$ cat src/rtl/unidade_controle_multiciclo_pkg.sv
// Shared encodings for the multicycle MIPS control unit: states, opcodes,
// ALU-control selectors and the bundled control-output word.
package unidade_controle_multiciclo_pkg;

   typedef enum logic [3:0] {
      S_RESET     = 4'd0,
      S_FETCH     = 4'd1,
      S_DECODE    = 4'd2,
      S_MEM_ADDR  = 4'd3,
      S_MEM_READ  = 4'd4,
      S_MEM_WB    = 4'd5,
      S_MEM_WRITE = 4'd6,
      S_EXEC_R    = 4'd7,
      S_R_WB      = 4'd8,
      S_BRANCH    = 4'd9,
      S_JUMP      = 4'd10,
      S_JR        = 4'd11,
      S_EXEC_I    = 4'd12,
      S_I_WB      = 4'd13
   } estado_t;

   localparam logic [5:0] OP_R    = 6'b000000;
   localparam logic [5:0] OP_LW   = 6'b100011;
   localparam logic [5:0] OP_SW   = 6'b101011;
   localparam logic [5:0] OP_BEQ  = 6'b000100;
   localparam logic [5:0] OP_J    = 6'b000010;
   localparam logic [5:0] OP_ADDI = 6'b001000;
   localparam logic [5:0] OP_SLTI = 6'b001010;
   localparam logic [5:0] FUNCT_JR = 6'b001000;

   localparam logic [1:0] ULA_RTYPE = 2'b00;
   localparam logic [1:0] ULA_SUB   = 2'b01;
   localparam logic [1:0] ULA_SLT   = 2'b10;
   localparam logic [1:0] ULA_ADD   = 2'b11;

   localparam logic [1:0] SRCB_REG     = 2'b00;
   localparam logic [1:0] SRCB_FOUR    = 2'b01;
   localparam logic [1:0] SRCB_IMM     = 2'b10;
   localparam logic [1:0] SRCB_IMM_SH2 = 2'b11;

   localparam logic [1:0] PCSRC_ALU    = 2'b00;
   localparam logic [1:0] PCSRC_ALUOUT = 2'b01;
   localparam logic [1:0] PCSRC_JUMP   = 2'b10;
   localparam logic [1:0] PCSRC_RS     = 2'b11;

   typedef struct packed {
      logic       pc_write;
      logic       pc_write_cond;
      logic       ior_d;
      logic       mem_read;
      logic       mem_write;
      logic       mem_to_reg;
      logic       ir_write;
      logic       reg_dst;
      logic       reg_write;
      logic       alu_src_a;
      logic [1:0] alu_src_b;
      logic [1:0] pc_source;
      logic [1:0] ula_op;
   } ctrl_t;

endpackage

$ cat src/rtl/unidade_controle_multiciclo_saidas.sv
// Pure combinational decoder from FSM state (plus mem_ready in FETCH) to the
// datapath control word; anything not set below stays 0.
module controle_saidas
   import unidade_controle_multiciclo_pkg::*;
(
   input  estado_t estado,
   input  logic    mem_ready,
   input  logic    slti,
   output ctrl_t   ctrl
);

   always_comb begin
      ctrl = '0;
      case (estado)
         S_FETCH: begin
            ctrl.mem_read  = 1'b1;
            ctrl.alu_src_b = SRCB_FOUR;
            ctrl.ula_op    = ULA_ADD;
            ctrl.pc_source = PCSRC_ALU;
            // IR and PC only latch on the cycle the fetch actually completes
            ctrl.ir_write  = mem_ready;
            ctrl.pc_write  = mem_ready;
         end
         S_DECODE: begin
            ctrl.alu_src_b = SRCB_IMM_SH2;
            ctrl.ula_op    = ULA_ADD;
         end
         S_MEM_ADDR: begin
            ctrl.alu_src_a = 1'b1;
            ctrl.alu_src_b = SRCB_IMM;
            ctrl.ula_op    = ULA_ADD;
         end
         S_MEM_READ: begin
            ctrl.mem_read = 1'b1;
            ctrl.ior_d    = 1'b1;
         end
         S_MEM_WB: begin
            ctrl.reg_write  = 1'b1;
            ctrl.mem_to_reg = 1'b1;
         end
         S_MEM_WRITE: begin
            ctrl.mem_write = 1'b1;
            ctrl.ior_d     = 1'b1;
         end
         S_EXEC_R: begin
            ctrl.alu_src_a = 1'b1;
            ctrl.alu_src_b = SRCB_REG;
            ctrl.ula_op    = ULA_RTYPE;
         end
         S_R_WB: begin
            ctrl.reg_write = 1'b1;
            ctrl.reg_dst   = 1'b1;
         end
         S_EXEC_I: begin
            ctrl.alu_src_a = 1'b1;
            ctrl.alu_src_b = SRCB_IMM;
            ctrl.ula_op    = slti ? ULA_SLT : ULA_ADD;
         end
         S_I_WB: ctrl.reg_write = 1'b1;
         S_BRANCH: begin
            ctrl.alu_src_a     = 1'b1;
            ctrl.alu_src_b     = SRCB_REG;
            ctrl.ula_op        = ULA_SUB;
            ctrl.pc_write_cond = 1'b1;
            ctrl.pc_source     = PCSRC_ALUOUT;
         end
         S_JUMP: begin
            ctrl.pc_write  = 1'b1;
            ctrl.pc_source = PCSRC_JUMP;
         end
         S_JR: begin
            ctrl.pc_write  = 1'b1;
            ctrl.pc_source = PCSRC_RS;
         end
         default: ctrl = '0;
      endcase
   end

endmodule

$ cat src/rtl/unidade_controle_multiciclo.sv
// Multicycle MIPS main control: state register, next-state sequencing with
// memory-ready handshake, retired-instruction counter and invalid-op flag.
module unidade_controle_multiciclo
   import unidade_controle_multiciclo_pkg::*;
(
   input  logic        clk,
   input  logic        rst_n,
   input  logic [5:0]  opcode,
   input  logic [5:0]  funct,
   input  logic        mem_ready,
   output logic        PCWrite,
   output logic        PCWriteCond,
   output logic        IorD,
   output logic        MemRead,
   output logic        MemWrite,
   output logic        MemtoReg,
   output logic        IRWrite,
   output logic        RegDst,
   output logic        RegWrite,
   output logic        ALUSrcA,
   output logic [1:0]  ALUSrcB,
   output logic [1:0]  PCSource,
   output logic [1:0]  ULAOp,
   output logic [3:0]  estado,
   output logic        invalid_op,
   output logic [31:0] instr_count
);

   estado_t state, next;
   ctrl_t   ctrl;
   logic    valid_op, slti, count_en;

   always_comb begin
      valid_op = 1'b0;
      case (opcode)
         OP_R, OP_LW, OP_SW, OP_BEQ, OP_J, OP_ADDI, OP_SLTI: valid_op = 1'b1;
         default: valid_op = 1'b0;
      endcase
   end

   assign slti = (opcode == OP_SLTI);

   always_comb begin
      next = state;
      case (state)
         S_RESET:  next = S_FETCH;
         S_FETCH:  next = mem_ready ? S_DECODE : S_FETCH;
         S_DECODE: begin
            case (opcode)
               OP_LW, OP_SW:     next = S_MEM_ADDR;
               OP_R:             next = (funct == FUNCT_JR) ? S_JR : S_EXEC_R;
               OP_BEQ:           next = S_BRANCH;
               OP_J:             next = S_JUMP;
               OP_ADDI, OP_SLTI: next = S_EXEC_I;
               default:          next = S_FETCH;
            endcase
         end
         S_MEM_ADDR:  next = (opcode == OP_SW) ? S_MEM_WRITE : S_MEM_READ;
         S_MEM_READ:  next = mem_ready ? S_MEM_WB : S_MEM_READ;
         S_MEM_WRITE: next = mem_ready ? S_FETCH : S_MEM_WRITE;
         S_EXEC_R:    next = S_R_WB;
         S_EXEC_I:    next = S_I_WB;
         S_MEM_WB, S_R_WB, S_I_WB, S_BRANCH, S_JUMP, S_JR: next = S_FETCH;
         default:     next = S_RESET;
      endcase
   end

   // DECODE->FETCH is only the invalid-opcode path, so it never retires
   assign count_en = (next == S_FETCH) &&
                     !(state inside {S_RESET, S_FETCH, S_DECODE});

   always_ff @(posedge clk or negedge rst_n) begin
      if (!rst_n) begin
         state       <= S_RESET;
         instr_count <= '0;
      end else begin
         state <= next;
         if (count_en) instr_count <= instr_count + 32'd1;
      end
   end

   controle_saidas u_saidas (
      .estado    (state),
      .mem_ready (mem_ready),
      .slti      (slti),
      .ctrl      (ctrl)
   );

   assign PCWrite     = ctrl.pc_write;
   assign PCWriteCond = ctrl.pc_write_cond;
   assign IorD        = ctrl.ior_d;
   assign MemRead     = ctrl.mem_read;
   assign MemWrite    = ctrl.mem_write;
   assign MemtoReg    = ctrl.mem_to_reg;
   assign IRWrite     = ctrl.ir_write;
   assign RegDst      = ctrl.reg_dst;
   assign RegWrite    = ctrl.reg_write;
   assign ALUSrcA     = ctrl.alu_src_a;
   assign ALUSrcB     = ctrl.alu_src_b;
   assign PCSource    = ctrl.pc_source;
   assign ULAOp       = ctrl.ula_op;
   assign estado      = state;
   assign invalid_op  = (state == S_DECODE) && !valid_op;

endmodule

$ cat config.mk
export PLATFORM = sky130hd
export DESIGN_NAME = unidade_controle_multiciclo
export DESIGN_NICKNAME = d
export VERILOG_FILES = /design/src/rtl/unidade_controle_multiciclo_pkg.sv /design/src/rtl/unidade_controle_multiciclo_saidas.sv /design/src/rtl/unidade_controle_multiciclo.sv
export SDC_FILE = /design/constraint.sdc
export NUM_CORES = 1
export LEC_CHECK = 0
export ABC_AREA = 0
export ABC_CLOCK_PERIOD_IN_PS = 2300
export BUFFER_PORTS_ARGS = -buffer_cell sky130_fd_sc_hd__buf_2
export CORE_MARGIN = 2
export CORE_UTILIZATION = 40
export CTS_BUF_LIST = sky130_fd_sc_hd__clkbuf_4
export DETAILED_ROUTE_END_ITERATION = 10
export GPL_TIMING_DRIVEN = 0
export PLACE_DENSITY_LB_ADDON = 0.15
export SLEW_MARGIN = 20
export SYNTH_ARGS = -nofsm -noshare
export SYNTH_HDL_FRONTEND = slang
export SYNTH_SLANG_ARGS = --single-unit
$ cat constraint.sdc
create_clock -name clk -period 2.3 [get_ports clk]
set_input_delay 0.115 -clock clk [delete_from_list [all_inputs] [get_ports clk]]
set_output_delay 0.115 -clock clk [all_outputs]
set_load 0.05 [all_outputs]
[Word-level counts from Yosys, hierarchy flattened]
Index checks and enable logic that the tools add are counted.
Storage, ports and cells
  flip-flop bits (word level): 36
  output and inout port bits: 53
Cells by class
  $add $sub $neg: 1
  equal/unequal tests: 21
  multiplexer cells: 22
  reduce and logical (&&, ||, !) cells: 18
Operators by type and width (number)
  adder 32 x 1 -> 32 bit (second input constant): 1
  one-hot mux 4 bit (8 select lines): 1
  equality test 4 bit (second input constant): 6
  one-hot mux 4 bit (5 select lines): 1
  equality test 6 x 4 -> 1 bit (second input constant): 3
  one-hot mux 2 bit (3 select lines): 3
  equality test 4 x 3 -> 1 bit (second input constant): 4
  OR reduction 7 bit: 2
  equality test 6 bit (second input constant): 2
  2-to-1 mux 1 bit: 12
  OR reduction 2 bit: 6
  equality test 4 x 1 -> 1 bit (second input constant): 2
  equality test 4 x 2 -> 1 bit (second input constant): 2
  equality test 6 x 2 -> 1 bit (second input constant): 1
  equality test 6 x 3 -> 1 bit (second input constant): 1
  zero test 6 bit: 1
  OR reduction 3 bit: 2
  zero test 4 bit: 1
  2-to-1 mux 2 bit: 2
  2-to-1 mux 4 bit: 1
  OR reduction 4 bit: 1
  2-to-1 mux 3 bit: 1
  nonzero test 3 bit: 1
  logical AND 1 bit: 2
  2 further kinds: 3

[Depth between registers and ports, before layout]
  depth after elaboration: 6
  depth in mapped cells: 6
  depth with buffers taken out: 5

[By module]
From an unflattened synthesis, not the netlist that was laid out.
Second synthesis, totals
  cells, all modules: 217
  area total of the unflattened synthesis: 2083.2 sq um
Modules (own cells, without submodules)
  unidade_controle_multiciclo: instances 1, cells each 178, area each 1849.3 sq um
  controle_saidas: instances 1, cells each 39, area each 234.0 sq um

[Worst setup path after synthesis]
OpenSTA, ideal clock, no wires.
  kind: register to output
  from: register state[0] (netlist: estado[0])
  to: output MemRead
  data arrival time: 2335 ps
  path slack: -150 ps
  cell stages (with the launch flop): 5
  cell sequence: dfrtp_1 > buf_2 > buf_1 > xnor2_1 > nor3_1
On the way
  word-level cells in the longest chain between the ends: 3
Ends and longest elaborated chain
  start, declared: RTL line unidade_controle_multiciclo.sv:29  | estado_t state, next;
  start signal, assigned: RTL line unidade_controle_multiciclo.sv:77  | state <= next;
  equality test 4 x 1 -> 1 bit / equality test 4 x 3 -> 1 bit (equally long branches): RTL line unidade_controle_multiciclo_saidas.sv:14  | case (estado)
  OR reduction 2 bit (no line) (*)
  2-to-1 mux 1 bit (*): RTL line unidade_controle_multiciclo_saidas.sv:14
  end, declared: RTL line unidade_controle_multiciclo.sv:14  | output logic MemRead,
Every way passes the cells marked *; elsewhere a longest branch is shown, timed or not.

[Worst setup path after layout]
  from: register state[2] (netlist: estado[2])
  to: output ULAOp[0]
On the way
  word-level cells in the longest chain between the ends: 3
Ends and longest elaborated chain
  equality test 4 x 1 -> 1 bit / equality test 4 x 2 -> 1 bit (equally long branches): RTL line unidade_controle_multiciclo_saidas.sv:14
  OR reduction 3 bit (no line)
  one-hot mux 2 bit (3 select lines) (*): RTL line unidade_controle_multiciclo_saidas.sv:14
  end, declared: RTL line unidade_controle_multiciclo.sv:23  | output logic [1:0] ULAOp,
Marked as above.

==> impl_metrics.yaml <==
setup_path:
  r2r_end: "instr_count[25]"
  path_class: "flop to primary output"
  crit_path_max_fanout: 10
  worstSetupEndpoint: "ULAOp[0]"
  startpoint_type: "flop"
  rr_startpoint: "estado[1]"
  crit_arrival_ns: 1.96
  cp-end-kind: "primary output"
  r2r_slack_ns: 0.46
  worstSetupStartpoint: "estado[2]"
  r2r_cells: 5
  worstPathRequired_ns: 2.18
finish:
  area_growth_pct: 25.6
  nFillCells: 476
  n_antenna_cell: 0
  nets: 302
  fin_cells: 357
  drive_gt1_share_pct: 32.1
sta:
  maxSlewHeadroom_pct: 48.1
  skew_ns: 0.0110
  rsz0062_at_grt: "no"
  setup_viol_count_final: 0
  period_needed_ns: 2.08
  fmax_mhz: 481
  finalMaxSlewViolations: 0
  fin_setup_tns_ns: 0
  hold_viol_final: 0
  worst_slew_pin_slew_ns: 0.779
  final.period_utilization_pct: 90.3
status:
  status: "complete, no violations"
power_and_ir_drop:
  ir_drop_v: 0.000898
  power_density_nw_per_um2: 1140
  p_sw_share_pct: 52.7
  p_leak_nw: 1.31
  p_clk_share_pct: 14.9
  power_frac_comb_pct: 57.0
  p_seq_share_pct: 28.2
  p_switching_w: 0.00157
  p_int_w: 0.00141
synth:
  syn_area_per_cell_um2: 9.88
  synthFlopType: "dfrtp_1"
  syn_nets: 226
  ys_seq_elements: 36
  seq_area_frac_synth_pct: 43.4
  synth_edf_count: 0
  synth_async_sr_flop_share_pct: 100
  synthCells: 210
  yosys_warnings: 0
  synth_cell_types: 45
  netlist_area_um2: 2070
clock_network:
  htree_levels: 2
  numCtsBuffers: 5
  clock_sinks: 36
  clockBufferDepth: 2
  cts_root_buf: "clkbuf_4"
  post_cts_buffers: 0
  insertion_delay_ns: 0.33
  cts_tree: "yes"
  clkSlewWorstSetupHoldPaths_ns: 0.11
die:
  die_h_um: 76.0
  ios: 68
  start_util_pct: 41.1
  rows: 26
  core_area_um2: 5040
  dieArea_um2: 5780
  die_x_um: 76.0
route:
  wl_per_cell_um: 13.0
  drt_iter0_markers: 94
  drcViolationCount: 0
  final_antenna_net_count: 0
  wirelength_um: 4630
  drt-pass1-iter-count: 4
  vias_per_cell: 5.17
  via_count: 1844
grt:
  grt_pass1_vias: 1692
  antenna_found_initial: 0
  grt_usage_pct: 16.2
  grt_pass1_wl_um: 7760
  gr-total-overflow: 0
  grt_max_degree: 37
place:
  gp_congestion: 0.813
  place_hpwl_um: 3390
  dp_cells: 347
  portBuffers: 67
run:
  cap_violations: 0
hold_path:
  hold_path_class: "input port to flop"
how the worst min path moves through the flow:
stage               depth (start not counted)               to  slack [ns]       from
floorplan                                   0        estado[0]       -0.18      rst_n
global placement                            1  instr_count[13]        0.25      rst_n
detailed placement                          1  instr_count[13]        0.25      rst_n
CTS                                         4        estado[3]        0.08  opcode[5]
global route                                4        estado[3]        0.11  opcode[5]
finish                                      4        estado[3]        0.10  opcode[5]
critical path, cell delays in order, from the launching register on:
cell      delay, ns
dfrtp_1        0.52
clkbuf_2       0.29
nand2_1        0.11
a311oi_1       0.25
o21ai_0        0.12
nand2_1        0.07
buf_2          0.25
layer usage:
layer	up-vias	part of all wire (%)	wire length, um	GRT usage [%]
li1	905	-	-	-
met1	872	50	2310	23.5
met2	61	43	2010	23.8
met3	6	5.7	262	3.91
met4	0	1.1	53	5.45
met5	-	0	0	0
flip-flops by register name (all words and copies together) (netlist names):
name / flops
instr_count: 32
estado: 4
layout by cell type, fill, tap and decap left out, drive strengths merged, types with 2 or more instances in the layout:
cell type    count
buf             73
dfrtp           36
xnor2           29
nand2           17
nand3           15
nand4           15
nor2            13
and3            13
clkbuf           9
o21ai            7
nor2b            5
a21oi            4
and2             4
and4             4
nand2b           4
o21a             3
nor3b            3
xor2             3
nor3             3
inv              2
o211ai           2
dlygate4sd3      2
nor4             2
a311oi           2
power groups by stage:
stage	clock network [W]	registers, W	logic (W)
6_report	0.000443	0.000839	0.00170
5_1_grt	0.000488	0.000860	0.00180
4_1_cts	0.000463	0.000841	0.00170
3_5_place_dp	0	0.000852	0.00169
3_3_place_gp	0	0.000852	0.00170
2_1_floorplan	0	0.00113	0.00105
repair_timing:
| action | in CTS | in global routing |
|---|---|---|
| setup endpoints to repair | 0 | 4 |
| hold endpoints to repair | 37 | 0 |
| resized for setup | 0 | 4 |
| hold buffers | 2 | 0 |
logic make-up after synthesis:
logic type | share of synthesized area (%)
buf+inv | 3.02
flops | 43.4
xor+xnor | 13.5
compound gates | 9.41
fa+ha+maj | 0.603
simple gates | 29.0
mux | 1.03
metrics by stage:
step	instance area (um2)	worst slack (ns)	util [%]	total power, W	hold WS [ns]
3_5_place_dp	2500	0.434	49.6	0.00255	0.249
4_1_cts	2600	0.0441	51.6	0.00301	0.0847
6_report	2610	0.223	51.7	0.00298	0.102
3_3_place_gp	2500	0.430	49.6	0.00255	0.247
5_1_grt	2610	0.106	51.7	0.00315	0.112
2_1_floorplan	2080	0.0684	-	0.00218	-0.181
Yosys cell counts, types with 4 or more instances:
| cell | instances | area (um2) |
|---|---|---|
| nand3_1 | 15 | 75.1 |
| nand2_1 | 17 | 63.8 |
| nor2_1 | 13 | 48.8 |
| dfrtp_1 | 36 | 901 |
| nand4_1 | 14 | 87.6 |
| o21ai_0 | 7 | 35.0 |
| and2_1 | 4 | 25.0 |
| and3_1 | 13 | 81.3 |
| nor2b_1 | 5 | 31.3 |
| xnor2_1 | 29 | 254 |
| and4_1 | 4 | 35.0 |
| a21oi_1 | 4 | 20.0 |
area by class of cell:
class                      count  area [um2]  share of cell area, %
timing repair buffer          69         355                   13.6
inverter                       2        7.51                  0.288
tap                           70        87.6                   3.36
clock inverter                 2        35.0                   1.34
multi-input combinational    163        1120                   42.8
sequential                    36         901                   34.6
buffer                         9        57.6                   2.21
clock buffer                   6        45.0                   1.73
(Power assumes the default switching activity.)
